==> src/rtl/pipeline_hazard_ctrl_if.sv <==
// Hazard-control bundle between the 5-stage pipeline and pipeline_hazard_ctrl.
// The pipeline side (master) reports stage status, and the controller (slave) returns hold/flush controls.
interface pipeline_hazard_ctrl_if;
    logic       mem_read_EX;
    logic [4:0] rd_EX;
    logic [4:0] rs1_ID;
    logic [4:0] rs2_ID;
    logic       uses_rs2_ID;
    logic       branch_taken_EX;
    logic       mem_req_MEM;
    logic       mem_ready;

    logic       pc_write;
    logic       if_id_write;
    logic       id_ex_write;
    logic       ex_mem_write;
    logic       if_id_flush;
    logic       id_ex_bubble;
    logic       mem_timeout;
    logic [1:0] state;

    modport master (
        output mem_read_EX, rd_EX, rs1_ID, rs2_ID, uses_rs2_ID,
               branch_taken_EX, mem_req_MEM, mem_ready,
        input  pc_write, if_id_write, id_ex_write, ex_mem_write,
               if_id_flush, id_ex_bubble, mem_timeout, state
    );

    modport slave (
        input  mem_read_EX, rd_EX, rs1_ID, rs2_ID, uses_rs2_ID,
               branch_taken_EX, mem_req_MEM, mem_ready,
        output pc_write, if_id_write, id_ex_write, ex_mem_write,
               if_id_flush, id_ex_bubble, mem_timeout, state
    );
endinterface

==> src/rtl/pipeline_hazard_ctrl.sv <==
// Hazard/stall sequencer for the 5-stage pipeline: load-use stalls, taken-branch flushes, data-memory waits.
// Optional HAZARD_STATS_EN adds saturating stall-cycle and flush counters.
module pipeline_hazard_ctrl #(
    parameter int MEM_TIMEOUT = 15
`ifdef HAZARD_STATS_EN
    , parameter int CNT_W = 32
`endif
) (
    input  logic                    clk,
    input  logic                    rst_n,
    pipeline_hazard_ctrl_if.slave   hz
`ifdef HAZARD_STATS_EN
    , output logic [CNT_W-1:0]      stall_cycles
    , output logic [CNT_W-1:0]      flush_count
`endif
);

    typedef enum logic [1:0] {
        RUN        = 2'b00,
        LOAD_STALL = 2'b01,
        MEM_WAIT   = 2'b10,
        FLUSH      = 2'b11
    } state_e;

    localparam int             WCW     = $clog2(MEM_TIMEOUT + 1);
    localparam logic [WCW-1:0] WaitMax = WCW'(MEM_TIMEOUT);

    state_e         state_q, state_d;
    logic [WCW-1:0] waitCnt_q, waitCnt_d;
    logic           memTimeout_q, memTimeout_d;

    logic memHazard, loadUse;
    logic allowMem, allowDecode, holdWait, branchFlush;
    logic pcWrite, ifIdWrite, idExWrite, exMemWrite, ifIdFlush, idExBubble;

    assign memHazard = hz.mem_req_MEM && !hz.mem_ready;
    assign loadUse   = hz.mem_read_EX && (hz.rd_EX != 5'd0) &&
                       ((hz.rd_EX == hz.rs1_ID) || (hz.uses_rs2_ID && (hz.rd_EX == hz.rs2_ID)));

    // FLUSH only honours memory waits; the release cycle of MEM_WAIT decodes branch/load-use only.
    always_comb begin
        allowMem    = 1'b0;
        allowDecode = 1'b0;
        holdWait    = 1'b0;
        case (state_q)
            RUN, LOAD_STALL: begin
                allowMem    = 1'b1;
                allowDecode = 1'b1;
            end
            MEM_WAIT: begin
                holdWait    = !hz.mem_ready;
                allowDecode = hz.mem_ready;
            end
            FLUSH: allowMem = 1'b1;
            default: ;
        endcase
    end

    always_comb begin
        pcWrite     = 1'b1;
        ifIdWrite   = 1'b1;
        idExWrite   = 1'b1;
        exMemWrite  = 1'b1;
        ifIdFlush   = 1'b0;
        idExBubble  = 1'b0;
        branchFlush = 1'b0;
        state_d     = RUN;
        if (holdWait || (allowMem && memHazard)) begin
            pcWrite    = 1'b0;
            ifIdWrite  = 1'b0;
            idExWrite  = 1'b0;
            exMemWrite = 1'b0;
            state_d    = MEM_WAIT;
        end else if (allowDecode && hz.branch_taken_EX) begin
            ifIdFlush   = 1'b1;
            idExBubble  = 1'b1;
            branchFlush = 1'b1;
            state_d     = FLUSH;
        end else if (allowDecode && loadUse) begin
            pcWrite    = 1'b0;
            ifIdWrite  = 1'b0;
            idExBubble = 1'b1;
            state_d    = LOAD_STALL;
        end
    end

    // wait_cnt counts not-ready cycles of the current access, including the one that entered MEM_WAIT.
    always_comb begin
        waitCnt_d = '0;
        if (state_d == MEM_WAIT) begin
            if (state_q != MEM_WAIT)
                waitCnt_d = WCW'(1);
            else if (waitCnt_q == WaitMax)
                waitCnt_d = WaitMax;
            else
                waitCnt_d = waitCnt_q + WCW'(1);
        end
        memTimeout_d = memTimeout_q || (waitCnt_d == WaitMax);
    end

    always_ff @(posedge clk or negedge rst_n) begin
        if (!rst_n) begin
            state_q      <= RUN;
            waitCnt_q    <= '0;
            memTimeout_q <= 1'b0;
        end else begin
            state_q      <= state_d;
            waitCnt_q    <= waitCnt_d;
            memTimeout_q <= memTimeout_d;
        end
    end

    assign hz.pc_write     = rst_n && pcWrite;
    assign hz.if_id_write  = rst_n && ifIdWrite;
    assign hz.id_ex_write  = rst_n && idExWrite;
    assign hz.ex_mem_write = rst_n && exMemWrite;
    assign hz.if_id_flush  = !rst_n || ifIdFlush;
    assign hz.id_ex_bubble = !rst_n || idExBubble;
    assign hz.mem_timeout  = memTimeout_q;
    assign hz.state        = state_q;

`ifdef HAZARD_STATS_EN
    logic [CNT_W-1:0] stallCycles_q, flushCount_q;

    always_ff @(posedge clk or negedge rst_n) begin
        if (!rst_n) begin
            stallCycles_q <= '0;
            flushCount_q  <= '0;
        end else begin
            if (!pcWrite && (stallCycles_q != '1))
                stallCycles_q <= stallCycles_q + CNT_W'(1);
            if (branchFlush && (flushCount_q != '1))
                flushCount_q <= flushCount_q + CNT_W'(1);
        end
    end

    assign stall_cycles = stallCycles_q;
    assign flush_count  = flushCount_q;
`endif

endmodule

==> src/flat_wrapper.sv <==
// flat-port wrapper written by rule: the top's interface ports become plain ports
module pipeline_hazard_ctrl_flat 
#(
    parameter int MEM_TIMEOUT = 15

)
  (clk, rst_n, hz_mem_read_EX, hz_rd_EX, hz_rs1_ID, hz_rs2_ID, hz_uses_rs2_ID, hz_branch_taken_EX, hz_mem_req_MEM, hz_mem_ready, hz_pc_write, hz_if_id_write, hz_id_ex_write, hz_ex_mem_write, hz_if_id_flush, hz_id_ex_bubble, hz_mem_timeout, hz_state);
  pipeline_hazard_ctrl_if hz_i ();
  input  logic clk;
  input  logic rst_n;
  input wire logic [$bits(hz_i.mem_read_EX)-1:0] hz_mem_read_EX;
  input wire logic [$bits(hz_i.rd_EX)-1:0] hz_rd_EX;
  input wire logic [$bits(hz_i.rs1_ID)-1:0] hz_rs1_ID;
  input wire logic [$bits(hz_i.rs2_ID)-1:0] hz_rs2_ID;
  input wire logic [$bits(hz_i.uses_rs2_ID)-1:0] hz_uses_rs2_ID;
  input wire logic [$bits(hz_i.branch_taken_EX)-1:0] hz_branch_taken_EX;
  input wire logic [$bits(hz_i.mem_req_MEM)-1:0] hz_mem_req_MEM;
  input wire logic [$bits(hz_i.mem_ready)-1:0] hz_mem_ready;
  output wire logic [$bits(hz_i.pc_write)-1:0] hz_pc_write;
  output wire logic [$bits(hz_i.if_id_write)-1:0] hz_if_id_write;
  output wire logic [$bits(hz_i.id_ex_write)-1:0] hz_id_ex_write;
  output wire logic [$bits(hz_i.ex_mem_write)-1:0] hz_ex_mem_write;
  output wire logic [$bits(hz_i.if_id_flush)-1:0] hz_if_id_flush;
  output wire logic [$bits(hz_i.id_ex_bubble)-1:0] hz_id_ex_bubble;
  output wire logic [$bits(hz_i.mem_timeout)-1:0] hz_mem_timeout;
  output wire logic [$bits(hz_i.state)-1:0] hz_state;
  assign hz_i.mem_read_EX = hz_mem_read_EX;
  assign hz_i.rd_EX = hz_rd_EX;
  assign hz_i.rs1_ID = hz_rs1_ID;
  assign hz_i.rs2_ID = hz_rs2_ID;
  assign hz_i.uses_rs2_ID = hz_uses_rs2_ID;
  assign hz_i.branch_taken_EX = hz_branch_taken_EX;
  assign hz_i.mem_req_MEM = hz_mem_req_MEM;
  assign hz_i.mem_ready = hz_mem_ready;
  assign hz_pc_write = hz_i.pc_write;
  assign hz_if_id_write = hz_i.if_id_write;
  assign hz_id_ex_write = hz_i.id_ex_write;
  assign hz_ex_mem_write = hz_i.ex_mem_write;
  assign hz_if_id_flush = hz_i.if_id_flush;
  assign hz_id_ex_bubble = hz_i.id_ex_bubble;
  assign hz_mem_timeout = hz_i.mem_timeout;
  assign hz_state = hz_i.state;
  pipeline_hazard_ctrl #(.MEM_TIMEOUT(MEM_TIMEOUT)) u_core (.clk(clk), .rst_n(rst_n), .hz(hz_i));
endmodule
==> config.mk <==
export PLATFORM = sky130hd
export DESIGN_NAME = pipeline_hazard_ctrl_flat
export DESIGN_NICKNAME = d
export VERILOG_FILES = /design/src/rtl/pipeline_hazard_ctrl_if.sv /design/src/rtl/pipeline_hazard_ctrl.sv /design/src/flat_wrapper.sv
export SDC_FILE = /design/constraint.sdc
export NUM_CORES = 1
export LEC_CHECK = 0
export CORE_MARGIN = 4
export CORE_UTILIZATION = 30
export DETAILED_ROUTE_END_ITERATION = 8
export PLACE_DENSITY = 0.75
export SLEW_MARGIN = 30
export SYNTH_ARGS = -nofsm -noshare
export SYNTH_HDL_FRONTEND = slang
export SYNTH_SLANG_ARGS = --single-unit
==> constraint.sdc <==
create_clock -name clk -period 3.09 [get_ports clk]
set_input_delay 0.7725 -clock clk [delete_from_list [all_inputs] [get_ports clk]]
set_output_delay 0.7725 -clock clk [all_outputs]
set_load 0.05 [all_outputs]
Yosys cells after proc, flatten, opt, wreduce, memory -nomap -nowiden
Index checks and enable logic that the tools add are counted.
{"block": "totals", "elab_cells": 51, "input_bits": 22, "output_inout_bits": 9, "register_bits": 7}
{"block": "classes", "addsub": 1, "muxes": 18, "eq_ne": 9, "reduce_logical": 20}
{"cell": "1-bit two-way mux", "count": 12}
{"cell": "4-bit two-way mux", "count": 3}
{"cell": "5-bit equality test", "count": 2}
{"cell": "1-bit logical AND", "count": 9}
{"cell": "4-bit equality test, second input constant", "count": 2}
{"cell": "2-bit equality test, second input constant", "count": 3}
{"cell": "1-bit logical OR", "count": 5}
{"cell": "5-bit nonzero test", "count": 1}
{"cell": "4-bit by 1-bit adder with 4-bit output, second input constant", "count": 1}
{"cell": "2-bit two-way mux", "count": 2}
{"cell": "3-bit OR reduction", "count": 1}
{"cell": "2-bit by 1-bit equality test with 1-bit output, second input constant", "count": 1}
{"cell": "1-bit logical NOT", "count": 2}
{"cell": "2-bit logical NOT", "count": 1}
{"cell": "2-bit != test, second input constant", "count": 1}
{"cell": "1-bit one-hot mux with 2 select lines", "count": 1}
{"cell": "2-bit OR reduction", "count": 1}

Depth between registers and ports, before layout
{"block": "depth", "depth_word": 12, "ltp_mapped": 5}

Worst setup path after synthesis
No wires, ideal clock.
{"block": "synth_path", "kind": "register -> output", "from": "register u_core.state_q[1] (netlist: u_core.hz.state[1])", "to": "output port hz_pc_write", "stages_incl_launch_ff": 6, "n_path_buf": 1, "setup_slack_ps": -84, "arrival_time_ps": 2402, "required_ps": 2318, "cell_sequence": "dfrtp_1 > nor2b_1 > o21ai_1 > and2_1 > o31a_1 > buf_4"}
{"block": "synth_via", "elab_chain_len": 8}
{"element": "start: declaration", "line": "pipeline_hazard_ctrl.sv:28", "rtl": "state_e state_q, state_d;"}
{"element": "start signal: assignment", "line": "pipeline_hazard_ctrl.sv:107", "rtl": "state_q <= state_d;"}
{"element": "2-bit by 1-bit equality test with 1-bit output / 2-bit logical NOT (equally long branches)", "line": "pipeline_hazard_ctrl.sv:45", "rtl": "case (state_q)"}
{"element": "2-bit OR reduction"}
{"element": "1-bit one-hot mux with 2 select lines", "line": "pipeline_hazard_ctrl.sv:45"}
{"element": "1-bit logical AND", "line": "pipeline_hazard_ctrl.sv:79", "rtl": "end else if (allowDecode && loadUse) begin"}
{"element": "1-bit two-way mux (2 in a row)"}
{"element": "1-bit two-way mux *"}
{"element": "1-bit logical AND *"}
{"element": "end: declaration", "line": "flat_wrapper.sv:19", "rtl": "output wire logic [$bits(hz_i.pc_write)-1:0] hz_pc_write;"}
Every way passes the cells marked *; elsewhere a longest branch is shown, timed or not.

Final worst setup path
{"block": "layout_path", "from": "input port hz_mem_ready", "to": "output port hz_id_ex_bubble"}
{"block": "layout_via", "elab_chain_len": 6}
{"element": "start: declaration", "line": "flat_wrapper.sv:18", "rtl": "input wire logic [$bits(hz_i.mem_ready)-1:0] hz_mem_ready;"}
{"element": "1-bit one-hot mux with 2 select lines / 1-bit logical NOT (equally long branches)", "line": "pipeline_hazard_ctrl.sv:45, pipeline_hazard_ctrl.sv:36, pipeline_hazard_ctrl.sv:51"}
{"element": "1-bit logical AND (on tied branches)", "line": "pipeline_hazard_ctrl.sv:79, pipeline_hazard_ctrl.sv:36"}
{"element": "1-bit two-way mux / 1-bit logical AND (equally long branches)", "line": "pipeline_hazard_ctrl.sv:79, pipeline_hazard_ctrl.sv:68"}
{"element": "1-bit two-way mux / 1-bit logical OR (equally long branches)", "line": "pipeline_hazard_ctrl.sv:74, pipeline_hazard_ctrl.sv:68"}
{"element": "1-bit two-way mux *", "line": "pipeline_hazard_ctrl.sv:68", "rtl": "if (holdWait || (allowMem && memHazard)) begin"}
{"element": "1-bit logical OR *", "line": "pipeline_hazard_ctrl.sv:118", "rtl": "assign hz.id_ex_bubble = !rst_n || idExBubble;"}
{"element": "end: declaration", "line": "flat_wrapper.sv:24", "rtl": "output wire logic [$bits(hz_i.id_ex_bubble)-1:0] hz_id_ex_bubble;"}
Marks and branches as above.

==> metrics <==
setup violators final 0; number of global-route vias before repair 537; synth-to-layout area growth 92.6%; Worst Setup End Kind output port; Final Max Tran Viols 0; gr ovfl total 0; aggregate routed wire length 1370 um; post-route antenna net violation count 0; cts hold-fix bufs 0; hold crit path type flip-flop to flip-flop; fin crit share 97.1%; initial antenna violation count 0; register area 175 um2; Final Hold Fails 0; first-pass GRT wire length 2130 um; top cell type's share of synthesized area 36.8%; H-tree depth 1; Syn Area/Cell 8.64 um2; CTS max path bufs 2; wire per inst between 10 and 15 um; IO Count 31; critical path data arrival time 2230 ps; TritonCTS Sinks 7; fmax 333 MHz; multi-input logic area 289 um2; Layout Skew 4.75 ps; Max-slew headroom 67.1%; vias per cell between 5 and 6; crit path cell chain clkdlybuf4s50_1 -> inv_1 -> o21ai_0 -> buf_4 -> nand4_1 -> o211ai_1 -> buf_12; critical path's slowest cell clkdlybuf4s50_1; post-synth net total between 70 and 80; Seq/Total Area, Yosys 36.8%; Worst Setup Path Type input pin to output port; total negative slack 0 ps; pin count of the biggest net entering global routing 7; clk slew on worst S/H paths approximately 50 ps; Lkg Pwr between 0.4 and 0.5 nW; Layout Nets about 120; Num CTS Buffers 3; worst path required time 2320 ps; GPL Wtd Cong 0.751; chip height 47.8 um; Die X about 48 um; Final HPWL DP 1210 um; Ant. Diodes 0; minimum clock period 3000 ps; Max Cap Viol 0; Synth area leaders dfrtp_1 37%, xor2_1 17%, nand3_1 4.2%; clk root buf clkbuf_4; effective utilization at floorplan 31.6%; DRC viols 0; Startpoint Class input pin; row count 14; fill cell count 145; mapped cell area 475 um2; CTS tree built; detailed-router iteration count before antenna repair 3; PwrDens 357 nW/um2; All-Layer GR Usage 13.6%; Ys Warns 0; outcome complete, no violations; CP Max Fanout 4; Mapped Cells 55; Worst-Margin Slew 492 ps; Netlist cell types 23; Pwr Total 0.327 mW; Starting DRT DRC Count 3; layout cells sized above 1 between 10% and 20%; postcts setup bufs 0; core footprint 1510 um2; clk_lat worst skew 250 ps; Crit path largest cell delay 460 ps; DIE AREA 2290 um2; Yosys reg bits 7; VDD IR max 0.171 mV; I/O Buffers 30; area leader, netlist dfrtp_1; vias roughly 550
[cells in the mapped netlist]
library cell and n:
a21oi_1 2, nor2b_1 2, a31oi_1 1, nor2_1 3, xor2_1 9, o31a_1 1, nand3_1 4, a41o_1 1
buf_4 2, nor4_1 1, nor3_1 4, ha_1 1, o211ai_1 1, and3_1 1, nand2_1 5, and2_1 1
xnor2_1 1, a32oi_1 1, inv_1 3, dfrtp_1 7, o21ai_0 2, o21ai_1 1, nand4_1 1
[layout make-up]
type,count,share of cell area [%]
Inverter,3,1.23
Multi-Input combinational cell,43,31.6
Clock buffer,4,2.87
Timing Repair Buffer,35,43.0
Tap cell,16,2.19
Sequential cell,7,19.1
[worst paths after layout]
kind / startpoint / endpoint / slack [ps] / depth (start not counted)
setup / recovery: hz_mem_ready / hz_id_ex_bubble / 90 / 7
hold / removal: u_core.hz.mem_timeout$_DFF_PN0_ / u_core.hz.mem_timeout$_DFF_PN0_ / 490 / 1
hold reg to reg: u_core.hz.mem_timeout$_DFF_PN0_ / u_core.hz.mem_timeout$_DFF_PN0_ / 490 / 1
max in group asynchronous: rst_n / u_core.waitCnt_q[2]$_DFF_PN0_ / 1980 / 2
min in group asynchronous: rst_n / u_core.hz.state[0]$_DFF_PN0_ / 760 / 1
setup reg to reg: u_core.hz.state[1]$_DFF_PN0_ / u_core.hz.mem_timeout$_DFF_PN0_ / 1710 / 5
[layer usage]
metal / vias to the layer above / wire length, um / global-route usage, %
li1: 266 / - / -
met1: 250 / 462 / 12.7
met2: 31 / 680 / 23.0
met3: 4 / 206 / 7.14
met4: 0 / 25 / 9.14
met5: - / 0 / 0
[metrics by stage]
stage                     instance area, um2  instances  utilization, %  hold slack, ps  setup slack, ps
final                                    916        108            60.8             487             91.0
after global placement                   855        104            56.7             460            -73.0
after global routing                     916        108            60.8             512            -24.5
after floorplan                          477         55               -             477             95.2
after CTS                                892        108            59.2             484             17.0
after detailed placement                 855        104            56.7             472             -113
[cell families after synthesis]
family	count (synthesis)	synth area share (%)
AOI/OAI and AO/OA	10	13.9
xor gates and xnor gates	10	18.4
adders and majority gates	1	2.63
buffers and inverters	5	5.53
DFF	7	36.8
and+or+nand+nor	22	22.6
[repair_timing]
item,in CTS,in global routing
pin swaps,3,3
gates resized for setup,7,6
cloned,0,0
endpoints found under the setup margin,3,3
[state kept, by name, summed over array words and instances, names as in the netlist]
register,count
u_core.waitCnt_q,4
u_core.hz.state,2
u_core.hz.mem_timeout,1
[placed cells by master, fill, tap and decap left out, drive strengths merged]
cell / instances
nand4: 1
nor3: 4
nand2: 5
ha: 1
inv: 3
nor2b: 2
a31oi: 1
a21oi: 2
o31a: 1
xnor2: 1
dlygate4sd2: 3
a32oi: 1
clkbuf: 4
buf: 11
and2: 1
o21ai: 3
xor2: 9
clkdlybuf4s50: 17
nand3: 4
and3: 1
o211ai: 1
nor4: 1
nor2: 3
dlymetal6s2s: 4
a41o: 1
dfrtp: 7
[power breakdown]
part           internal (mW)  total (mW)  switching, mW
registers             0.0973       0.101        0.00371
clock network         0.0493      0.0824         0.0332
logic                 0.0694       0.144         0.0742
[worst max-delay path: cells and delay by family]
| family | cells | cell delay, ps |
|---|---|---|
| compound gates | 2 | 470 |
| buf+inv | 4 | 860 |
| simple gates | 1 | 120 |
Note: power is estimated with default switching activity, not from simulation.
